## config.mk

```make
export PLATFORM = sky130hd
export DESIGN_NAME = fifo_nibble_packer_flat
export DESIGN_NICKNAME = d
export VERILOG_FILES = /design/src/rtl/fifo_nibble_packer_if.sv /design/src/rtl/fifo_nibble_packer.sv /design/src/flat_wrapper.sv
export SDC_FILE = /design/constraint.sdc
export NUM_CORES = 1
export LEC_CHECK = 0
export BUFFER_PORTS_ARGS = -buffer_cell sky130_fd_sc_hd__buf_4
export CAP_MARGIN = 20
export CORE_MARGIN = 3
export CORE_UTILIZATION = 41
export CTS_BUF_LIST = sky130_fd_sc_hd__clkbuf_8
export CTS_CLUSTER_DIAMETER = 80
export DETAILED_ROUTE_END_ITERATION = 10
export GPL_TIMING_DRIVEN = 0
export PLACE_DENSITY = 0.77
export SLEW_MARGIN = 15
export SYNTH_ARGS = -nofsm -noshare
export SYNTH_HDL_FRONTEND = slang
export SYNTH_SLANG_ARGS = --single-unit
export TNS_END_PERCENT = 1
```

## constraint.sdc

```tcl
create_clock -name clk -period 1.5 [get_ports clk]
set_input_delay 0.15 -clock clk [delete_from_list [all_inputs] [get_ports clk]]
set_output_delay 0.15 -clock clk [all_outputs]
set_load 0.01 [all_outputs]
```

## src/rtl/fifo_nibble_packer_if.sv

```systemverilog
// FIFO-drain and packed-output handshake bundle
// master = packer side, slave = FIFO/consumer side
interface fifo_nibble_packer_if #(
  parameter int IN_W  = 4,
  parameter int PACK  = 2,
  parameter int CNT_W = 16
);
  localparam int OUT_W = IN_W * PACK;

  logic             fifo_empty;
  logic             fifo_rd_en;
  logic [IN_W-1:0]  fifo_data;
  logic             flush;
  logic [OUT_W-1:0] out_data;
  logic             out_valid;
  logic             out_ready;
  logic             out_last;
  logic [CNT_W-1:0] word_count;

  modport master (
    input  fifo_empty, fifo_data, flush, out_ready,
    output fifo_rd_en, out_data, out_valid, out_last, word_count
  );

  modport slave (
    output fifo_empty, fifo_data, flush, out_ready,
    input  fifo_rd_en, out_data, out_valid, out_last, word_count
  );
endinterface

```

## src/rtl/fifo_nibble_packer.sv

```systemverilog
// Drains a synchronous FIFO and packs PACK words LSB-first
// into one output word behind a one-entry valid/ready register
module fifo_nibble_packer #(
  parameter int IN_W  = 4,
  parameter int PACK  = 2,
  parameter int CNT_W = 16
) (
  input  logic clk,
  input  logic reset,
  fifo_nibble_packer_if.master bus
);
  localparam int OUT_W = IN_W * PACK;
  localparam int CW    = $clog2(PACK + 1);
  localparam logic [CW:0]   LP_PACK = (CW+1)'(PACK);
  localparam logic [CW-1:0] LP_FULL = CW'(PACK);

  logic [OUT_W-1:0] r_acc;
  logic             r_acc_last;
  logic [CW-1:0]    r_cnt;
  logic             r_pend;
  logic             r_flush_req;
  logic [OUT_W-1:0] r_out_data;
  logic             r_out_valid;
  logic             r_out_last;
  logic [CNT_W-1:0] r_word_count;

  logic          w_full;
  logic          w_xfer;
  logic          w_room;
  logic          w_rd_en;
  logic          w_take;
  logic [CW:0]   w_used;
  logic [CW-1:0] w_slot;

  // a read is only issued when its data is sure to have a slot
  assign w_full  = (r_cnt == LP_FULL);
  assign w_xfer  = w_full && (!r_out_valid || bus.out_ready);
  assign w_used  = {1'b0, r_cnt} + {{CW{1'b0}}, r_pend};
  assign w_room  = (w_used < LP_PACK) || (w_xfer && !r_pend);
  assign w_rd_en = !reset && !bus.fifo_empty && !r_flush_req && w_room;
  assign w_take  = r_out_valid && bus.out_ready;
  assign w_slot  = w_xfer ? '0 : r_cnt;

  assign bus.fifo_rd_en = w_rd_en;
  assign bus.out_data   = r_out_data;
  assign bus.out_valid  = r_out_valid;
  assign bus.out_last   = r_out_last;
  assign bus.word_count = r_word_count;

  // accumulator, flush sequencing and output register
  always_ff @(posedge clk) begin
    if (reset) begin
      r_acc        <= '0;
      r_acc_last   <= 1'b0;
      r_cnt        <= '0;
      r_pend       <= 1'b0;
      r_flush_req  <= 1'b0;
      r_out_data   <= '0;
      r_out_valid  <= 1'b0;
      r_out_last   <= 1'b0;
      r_word_count <= '0;
    end else begin
      r_pend <= w_rd_en;

      if (w_take)
        r_word_count <= r_word_count + 1'b1;

      if (w_xfer) begin
        r_out_data  <= r_acc;
        r_out_valid <= 1'b1;
        r_out_last  <= r_acc_last;
        r_acc       <= '0;
        r_acc_last  <= 1'b0;
        r_cnt       <= '0;
      end else if (w_take) begin
        r_out_valid <= 1'b0;
        r_out_last  <= 1'b0;
      end

      if (r_pend) begin
        for (int i = 0; i < PACK; i++)
          if (w_slot == CW'(i))
            r_acc[i*IN_W +: IN_W] <= bus.fifo_data;
        r_cnt <= w_slot + 1'b1;
      end

      // slots above cnt are always zero, so a partial word
      // only needs to be marked full and tagged last
      if (!r_flush_req) begin
        if (bus.flush)
          r_flush_req <= 1'b1;
      end else if (!r_pend) begin
        r_flush_req <= 1'b0;
        if (r_cnt != '0 && !w_full) begin
          r_cnt      <= LP_FULL;
          r_acc_last <= 1'b1;
        end
      end
    end
  end
endmodule

```

## src/flat_wrapper.sv

```systemverilog
// flat-port wrapper written by rule: the top's interface ports become plain ports
module fifo_nibble_packer_flat 
#(
  parameter int IN_W  = 4,
  parameter int PACK  = 2,
  parameter int CNT_W = 16
)
  (clk, reset, bus_fifo_empty, bus_fifo_data, bus_flush, bus_out_ready, bus_fifo_rd_en, bus_out_data, bus_out_valid, bus_out_last, bus_word_count);
  fifo_nibble_packer_if #(.IN_W(IN_W), .PACK(PACK), .CNT_W(CNT_W)) bus_i ();
  input  logic clk;
  input  logic reset;
  input wire logic [$bits(bus_i.fifo_empty)-1:0] bus_fifo_empty;
  input wire logic [$bits(bus_i.fifo_data)-1:0] bus_fifo_data;
  input wire logic [$bits(bus_i.flush)-1:0] bus_flush;
  input wire logic [$bits(bus_i.out_ready)-1:0] bus_out_ready;
  output wire logic [$bits(bus_i.fifo_rd_en)-1:0] bus_fifo_rd_en;
  output wire logic [$bits(bus_i.out_data)-1:0] bus_out_data;
  output wire logic [$bits(bus_i.out_valid)-1:0] bus_out_valid;
  output wire logic [$bits(bus_i.out_last)-1:0] bus_out_last;
  output wire logic [$bits(bus_i.word_count)-1:0] bus_word_count;
  assign bus_i.fifo_empty = bus_fifo_empty;
  assign bus_i.fifo_data = bus_fifo_data;
  assign bus_i.flush = bus_flush;
  assign bus_i.out_ready = bus_out_ready;
  assign bus_fifo_rd_en = bus_i.fifo_rd_en;
  assign bus_out_data = bus_i.out_data;
  assign bus_out_valid = bus_i.out_valid;
  assign bus_out_last = bus_i.out_last;
  assign bus_word_count = bus_i.word_count;
  fifo_nibble_packer #(.IN_W(IN_W), .PACK(PACK), .CNT_W(CNT_W)) u_core (.clk(clk), .reset(reset), .bus(bus_i));
endmodule
```

## Yosys cells after proc, flatten, opt, wreduce, memory -nomap -nowiden

Index checks and enable logic that the tools add are counted.

- Add/sub/neg operators: 3
- Magnitude comparators: 1
- Equal/unequal tests: 2
- Mux-type cells: 19
- Reductions and logical operators: 18

Operators with widths:

| kind | count |
|---|---|
| $add A16 B1 Y16 const B | 1 |
| $mux W8 | 2 |
| $mux W1 | 10 |
| $mux W2 | 5 |
| $mux W4 | 2 |
| $logic_and A1 B1 Y1 | 7 |
| $logic_not A1 Y1 | 6 |
| $reduce_bool A2 Y1 | 2 |
| $add A2 B1 Y3 | 1 |
| $lt A3 B2 Y1 const B | 1 |
| $add A2 B1 Y2 const B | 1 |
| $eq A2 B1 Y1 const B | 1 |
| $eq A2 B2 Y1 const B | 1 |
| $logic_not A2 Y1 | 1 |
| $logic_or A1 B1 Y1 | 2 |

- Flip-flop bits (word level): 39
- Input bits: 9
- Output and inout bits: 27
- Word-level logic and storage cells: 52

## Depth between registers and ports, before layout

Gate-level depths: netlist (run 1).

- Depth in word-level cells: 9
- Depth in mapped cells: 7
- Mapped depth without buffers: 6

## Least setup slack after synthesis (run 1)

Ideal clock, no wire load.

- Kind: reg2reg
- Start point: reg u_core.r_out_valid, in the netlist u_core.bus.out_valid
- End point: reg u_core.r_word_count[15], in the netlist u_core.bus.word_count[15]
- Arrival time: 1,408 ps
- Data required time: 1,379 ps
- Slack: -29 ps
- Cell stages (with the launch flop): 6
- Clock period less this slack: 1,529 ps
- Cells stage by stage: dfxtp_1 -> buf_4 -> nand4_2 -> nor3_4 -> nor3b_2 -> mux2_2

- Longest elaborated chain between the ends: 1

Ends and longest elaborated chain:

| what | line | text |
|---|---|---|
| from (decl) | fifo_nibble_packer.sv:23 | `logic r_out_valid;` |
| from (signal assigned) | fifo_nibble_packer.sv:59 | `r_out_valid <= 1'b0;` |
| from (signal assigned) | fifo_nibble_packer.sv:70 | `r_out_valid <= 1'b1;` |
| from (signal assigned) | fifo_nibble_packer.sv:76 | `r_out_valid <= 1'b0;` |
| $logic_and A1 B1 Y1 | fifo_nibble_packer.sv:41 | `assign w_take = r_out_valid && bus.out_ready;` |
| to (signal assigned) | fifo_nibble_packer.sv:66 | `r_word_count <= r_word_count + 1'b1;` |
| to (decl) | fifo_nibble_packer.sv:25 | `logic [CNT_W-1:0] r_word_count;` |

Every way passes these cells.
A chain may end at the register's enable or synchronous reset.

## Worst setup path in the final report (run 1)

- Start point: reg u_core.r_cnt[1]
- End point: out bus_fifo_rd_en

- Longest elaborated chain between the ends: 5
- Elaborated cells between the ends (all ways): 7
- Those cells by class: add/sub: 1; order compare: 1; eq/ne: 1; reduce/logical: 4

Ends and longest elaborated chain:

| what | line | text |
|---|---|---|
| from (decl) | fifo_nibble_packer.sv:19 | `logic [CW-1:0] r_cnt;` |
| from (signal assigned) | fifo_nibble_packer.sv:84 | `r_cnt <= w_slot + 1'b1;` |
| parallel branches: the longest is 3 deep, another holds $add A2 B1 Y3 | n/a |  |
| $logic_or A1 B1 Y1 * | fifo_nibble_packer.sv:39 | `assign w_room = (w_used < LP_PACK) \|\| (w_xfer && !r_pend);` |
| $logic_and A1 B1 Y1 * | fifo_nibble_packer.sv:40 | `assign w_rd_en = !reset && !bus.fifo_empty && !r_flush_req && w_room;` |
| to (decl) | flat_wrapper.sv:16 | `output wire logic [$bits(bus_i.fifo_rd_en)-1:0] bus_fifo_rd_en;` |

Every way passes the cells marked *.

==> flow_metrics.tcl, run 1 <==
set metrics [dict create \
    rsz0062_at_grt "true" \
    critPathLaunch "u_core.r_cnt[1]" \
    cts_root_buf "clkbuf_8" \
    grtUsageTotal 0.155 \
    fillers 338 \
    worstSetupPathType "reg2out" \
    wirelength_mm 3.76 \
    final_nets 256 \
    peakVddDrop_v 0.000523 \
    worstHoldPathType "in2reg" \
    synthTopCellsByCount "dfxtp_1, nand2_1, nor2_1" \
    synth_nets 205 \
    place_ws_ns -0.134 \
    cts_tree "yes" \
    via_count 1516 \
    required_ns 1.35 \
    grt_pass1_wl_mm 6.15 \
    violations "negative setup slack" \
    synth-edff-count 0 \
    cp_max_fo 2 \
    endpoint_kind "output pin" \
    first_pass_iters 4 \
    overflow 0 \
    fp.dieH_um 70.4 \
    worst_setup_path_start_kind "register" \
    tightest_slew_ns 0.449 \
    r2r_start "u_core.bus.out_valid" \
    hold_viol_final 0 \
    setup_viol 3 \
    setup_slack_ns -0.0641 \
    dp_cells 274 \
    clkSinkCount 39 \
    stdcell_count 292 \
    core_um2 3830 \
    port_buffers 34 \
    rows 22 \
    antenna_found_initial 0 \
    yosysWarnings 0 \
    powerDensity_nw_per_um2 832 \
    ys_types 38 \
    clkTransAtPathRegs_ns 0.08 \
    maxCapViolations 0 \
    die_w_um 70.4 \
    outcome "complete, but fails checks" \
    routedWlPerCell_um 12.9 \
    grt_max_degree 13 \
    finalCriticalPeriod_ns 1.56 \
    setup_tns_ns -0.158 \
    cts_inserted_buffers 5 \
    async_flop_share 0 \
    htreeDepth 2 \
    insertion_delay_ns 0.29 \
    ys.flop_type "dfxtp_1" \
    die_area_um2 4950 \
    crit-reg2reg-capture "u_core.bus.word_count[15]" \
    min_period_over_period 1.04 \
    synth-seq-cells 39 \
    leakagePower_nw 0.946 \
    drc_errors 0 \
    finalPower_mw 1.88 \
    timing.hold.ws_ns 0.0169 \
    drt_iter0_drc 95 \
    finClkSkew_ns 0.00848 \
    drtAntennaViolNets 0 \
    rrSetupSlack_ns -0.05 \
    synth.avg_cell_area_um2 8.84 \
    relSlewSlack 0.701 \
    fmax_ghz 0.639 \
    drive_gt1_frac 0.320 \
    yosysSeqAreaShare 0.460 \
    syn2layout_area_growth_pct 33.2 \
    synth.area.top_cells "dfxtp_1, a21oi_1, nand2_1, nor2_1, xor2_1" \
    routed_via_density 5.19 \
    start_util 0.444 \
    slew_violations 0 \
    post-synth-top-count-cell "dfxtp_1" \
    grt_pass1_vias 1362 \
    diodes 0 \
    io_pins 36 \
    place_congestion 0.808 \
    dp_hpwl_mm 2.53 \
    r2r_cells 6 \
    arrival_ns 1.41 \
    syn_area_um2 1700 \
    crit_end "bus_fifo_rd_en" \
    synth_top_area_frac 0.460 \
    synth_cells 192 \
    netlist.top_cell.by_area "dfxtp_1" \
    cts_buffer_depth 2 \
]
-- per-stage QoR --
step	util	area, um^2
floorplan	-	1700
finish	0.591	2260
CTS	0.578	2210
global route	0.591	2260
global placement	0.526	2010
detailed placement	0.526	2010
-- layout make-up --
cell class / instances / area, um^2 / area share
Buffer: 9 / 67.6 / 0.0299
Inverter: 3 / 11.3 / 0.00498
Clock inverter: 3 / 15.0 / 0.00664
Sequential cell: 39 / 788 / 0.349
Clock buffer: 5 / 68.8 / 0.0304
Multi-Input combinational cell: 141 / 907 / 0.401
Timing Repair Buffer: 44 / 343 / 0.152
Tap cell: 48 / 60.1 / 0.0266
-- registers in the layout, indices dropped and copies added (netlist names) --
signal                 flops
u_core.r_pend              1
u_core.r_cnt               2
u_core.r_acc               8
u_core.bus.out_valid       1
u_core.bus.out_data        8
u_core.bus.word_count     16
u_core.bus.out_last        1
u_core.r_flush_req         1
u_core.r_acc_last          1
-- logic make-up (layout without fill, tap and decap cells) --
kind of cell	Yosys count	in the layout	synth area share
XOR/XNOR	9	9	0.0464
AND/OR/NAND/NOR	89	89	0.282
AO/OA/AOI/OAI	35	35	0.119
adder cells (fa/ha/maj)	4	4	0.0295
buffers and inverters	12	64	0.0383
multiplexers	4	4	0.0251
flip-flops	39	39	0.460
-- cells in the final DEF, fill, tap and decap left out, types with 2 or more instances in the layout --
cell	count
clkbuf_1	2
buf_1	2
nand4_4	2
nand2b_1	2
or3_1	3
o21ai_0	3
buf_4	43
and3_1	2
nand2_1	24
ha_2	2
nand3_1	12
ha_1	2
inv_1	3
clkinv_2	3
xor2_1	7
buf_6	3
nand4_1	5
clkbuf_8	6
a21oi_1	22
xnor2_1	2
dfxtp_2	3
nor2b_1	2
a22oi_1	4
mux2i_1	2
nor4_1	3
nor2_1	22
dfxtp_1	35
-- layer usage --
layer,track usage,share of wire,vias to the layer above
met1,0.193,0.45,702
met4,0.0553,0.014,0
met3,0.0504,0.057,6
met5,0,0,-
met2,0.247,0.48,38
li1,-,-,770
-- worst min path at each step --
stage	startpoint	end	slack (ns)	cells past startpoint
2_1_floorplan	bus_fifo_empty	u_core.r_pend	0.23	1
3_3_place_gp	bus_fifo_empty	u_core.r_pend	0.32	2
3_5_place_dp	bus_fifo_empty	u_core.r_pend	0.33	2
4_1_cts	bus_fifo_empty	u_core.r_pend	0.009	2
5_1_grt	bus_fifo_empty	u_core.r_pend	0.01	2
6_report	bus_fifo_empty	u_core.r_pend	0.02	2
-- power breakdown --
| part | internal (mW) | switching (mW) |
|---|---|---|
| registers | 1.05 | 0.0145 |
| logic | 0.0633 | 0.0762 |
| clock network | 0.318 | 0.358 |
| total | 1.43 | 0.448 |
-- what timing repair did --
| action | CTS | global route |
|---|---|---|
| hold buffers | 0 | 0 |
| gates resized for setup | 16 | 7 |
| pin swaps | 2 | 4 |
| setup buffers | 7 | 3 |
| endpoints found under the setup margin | 6 | 17 |
-- worst max-delay path, stage by stage (launching register included) --
cell and delay (ns):
dfxtp_2 0.35, nor2b_4 0.19, nand2_4 0.06, o22a_1 0.18, nor4_1 0.18, buf_4 0.17
Note: power is estimated with default switching activity, not from simulation.
==> run 2, diff against run 1 <==
CORE_MARGIN = 2   (was 3)
HOLD_SLACK_MARGIN = 0.06   (was unset)
==> run 2 against run 1 <==
  * The run still ends with negative setup slack left
  * Via count hardly changed
  * Highest routed layer unchanged
  * First-iteration DRC count fell by 34%
  * Sequential power barely moved
  * Critical endpoint unchanged
==> flow_metrics.tcl, run 2 (synthesized netlist as in run 1, its figures left out) <==
set metrics [dict create \
    switching_share 0.226 \
    worstHoldPathType "in2reg" \
    core_um2 4000 \
    grt_pass1_vias 1438 \
    mostFrequentLayoutCells "buf_4, dfxtp_1, nand2_1" \
    violations "negative setup slack" \
    fmax_ghz 0.652 \
    p_int_mw 1.61 \
    cts_root_buf "clkbuf_8" \
    port_buffers 34 \
    setup_viol 1 \
    rrSetupSlack_ns 0.08 \
    layout_commonest_cell "buf_4" \
    dp_cells 276 \
    cts_tree "yes" \
    worst_setup_path_start_kind "register" \
    die_w_um 68.4 \
    via_count 1515 \
    clockPowerShare 0.420 \
    rows 23 \
    final_nets 255 \
    r2r_cells 4 \
    drive_gt1_frac 0.358 \
    diodes 0 \
    leakagePower_nw 0.951 \
    drc_errors 0 \
    grt_max_degree 14 \
    cp_max_fo 2 \
    tightest_slew_ns 0.501 \
    dp_hpwl_mm 2.48 \
    hold_viol_final 0 \
    finalCriticalPeriod_ns 1.53 \
    hp-start "bus_flush" \
    arrival_ns 1.38 \
    cp_slowest_cell "dfxtp_2" \
    critPathLaunch "u_core.r_cnt[1]" \
    cts_inserted_buffers 5 \
    slowest_delay_ns 0.34 \
    htreeDepth 2 \
    syn2layout_area_growth_pct 34.9 \
    r2r_start "u_core.bus.word_count[10]" \
    start_util 0.424 \
    min_path_cells 3 \
    antenna_found_initial 0 \
    fp.dieH_um 68.4 \
    critical_path.cell_chain "nor2b_4 -> nand2_4 -> o22a_1 -> nor4_2 -> buf_4" \
    fin_util 0.572 \
    p_sw_mw 0.470 \
    setup_tns_ns -0.0349 \
    relSlewSlack 0.666 \
    finClkSkew_ns 0.00681 \
    clkTransAtPathRegs_ns 0.08 \
    grt_pass1_wl_mm 6.07 \
    peakVddDrop_v 0.000666 \
    die_area_um2 4670 \
    routed_via_density 5.17 \
    rsz0062_at_grt "true" \
    powerDensity_nw_per_um2 908 \
    largest_reg_flops 16 \
    slew_violations 0 \
    endpoint_kind "output pin" \
    critical_path.top_delay_family "simple AND/OR/NAND/NOR gates" \
    pwr-share-seq 0.513 \
    required_ns 1.35 \
    io_pins 36 \
    grtUsageTotal 0.172 \
    drt_iter0_drc 63 \
    cp_num_buf_inv 1 \
    first_pass_iters 4 \
    wirelength_mm 3.70 \
    maxCapViolations 0 \
    holdPathEnd "u_core.r_flush_req" \
    insertion_delay_ns 0.29 \
    overflow 0 \
    crit-reg2reg-capture "u_core.bus.word_count[15]" \
    worstSetupPathType "reg2out" \
    stdcell_count 293 \
    cts_buffer_depth 2 \
    place_congestion 0.860 \
    drtAntennaViolNets 0 \
    setup_slack_ns -0.0349 \
    p_comb_frac 0.067 \
    outcome "complete, but fails checks" \
    routedWlPerCell_um 12.6 \
    clkSinkCount 39 \
    fillers 374 \
    min_period_over_period 1.02 \
]
[run 2: timing repair]
item,CTS,global route
hold buffers,1,0
setup buffers,6,3
setup endpoints to repair,6,9
hold endpoints to repair,1,0
gates resized for setup,25,8
pin swaps,4,3
[run 2: worst max path at each step]
stage                 endpoint  slack (ns)  cells past startpoint
6_report        bus_fifo_rd_en       -0.03                      5
5_1_grt         bus_fifo_rd_en       -0.12                      5
4_1_cts         bus_fifo_rd_en       -0.07                      5
3_5_place_dp    bus_fifo_rd_en       -0.08                      5
3_3_place_gp   u_core.r_acc[2]       -0.09                      7
2_1_floorplan  u_core.r_acc[0]        0.02                      7
[run 2: layout make-up]
| cell class | instances | area [um^2] | share of cell area |
|---|---|---|---|
| tap | 50 | 62.6 | 0.0273 |
| clock inverter | 3 | 43.8 | 0.0191 |
| timing repair buffer | 44 | 333 | 0.145 |
| multi-input combinational | 141 | 918 | 0.401 |
| buffer | 8 | 50.0 | 0.0219 |
| inverter | 3 | 11.3 | 0.00492 |
| sequential | 39 | 802 | 0.350 |
| clock buffer | 5 | 68.8 | 0.0301 |
[run 2: through the flow]
step,setup slack [ns],area [um^2],hold slack (ns),power [mW]
finish,-0.0349,2290,0.0937,2.08
global route,-0.120,2290,0.124,2.15
CTS,-0.0741,2240,0.0906,2.09
detailed placement,-0.0813,2020,0.327,1.20
global placement,-0.0888,2020,0.321,1.20
floorplan,0.0156,1700,0.227,1.16
[run 2: power by group through the flow]
| stage | sequential (mW) | clock (mW) | combinational [mW] |
|---|---|---|---|
| 2_1_floorplan | 1.09 | 0 | 0.0717 |
| 3_3_place_gp | 1.09 | 0 | 0.109 |
| 3_5_place_dp | 1.09 | 0 | 0.112 |
| 4_1_cts | 1.07 | 0.897 | 0.132 |
| 5_1_grt | 1.07 | 0.926 | 0.157 |
| 6_report | 1.07 | 0.873 | 0.140 |
[run 2: per-layer routing]
layer	track usage	part of all wire
met2	0.309	0.52
met4	0.0625	0.014
met3	0.0444	0.038
met1	0.195	0.43
met5	0	0
[run 2: worst register-to-register path, stage by stage (launching register included)]
cell and delay (ns):
dfxtp_1 0.37, and4_4 0.28, nand4_4 0.13, nor3b_4 0.22, mux2_4 0.31
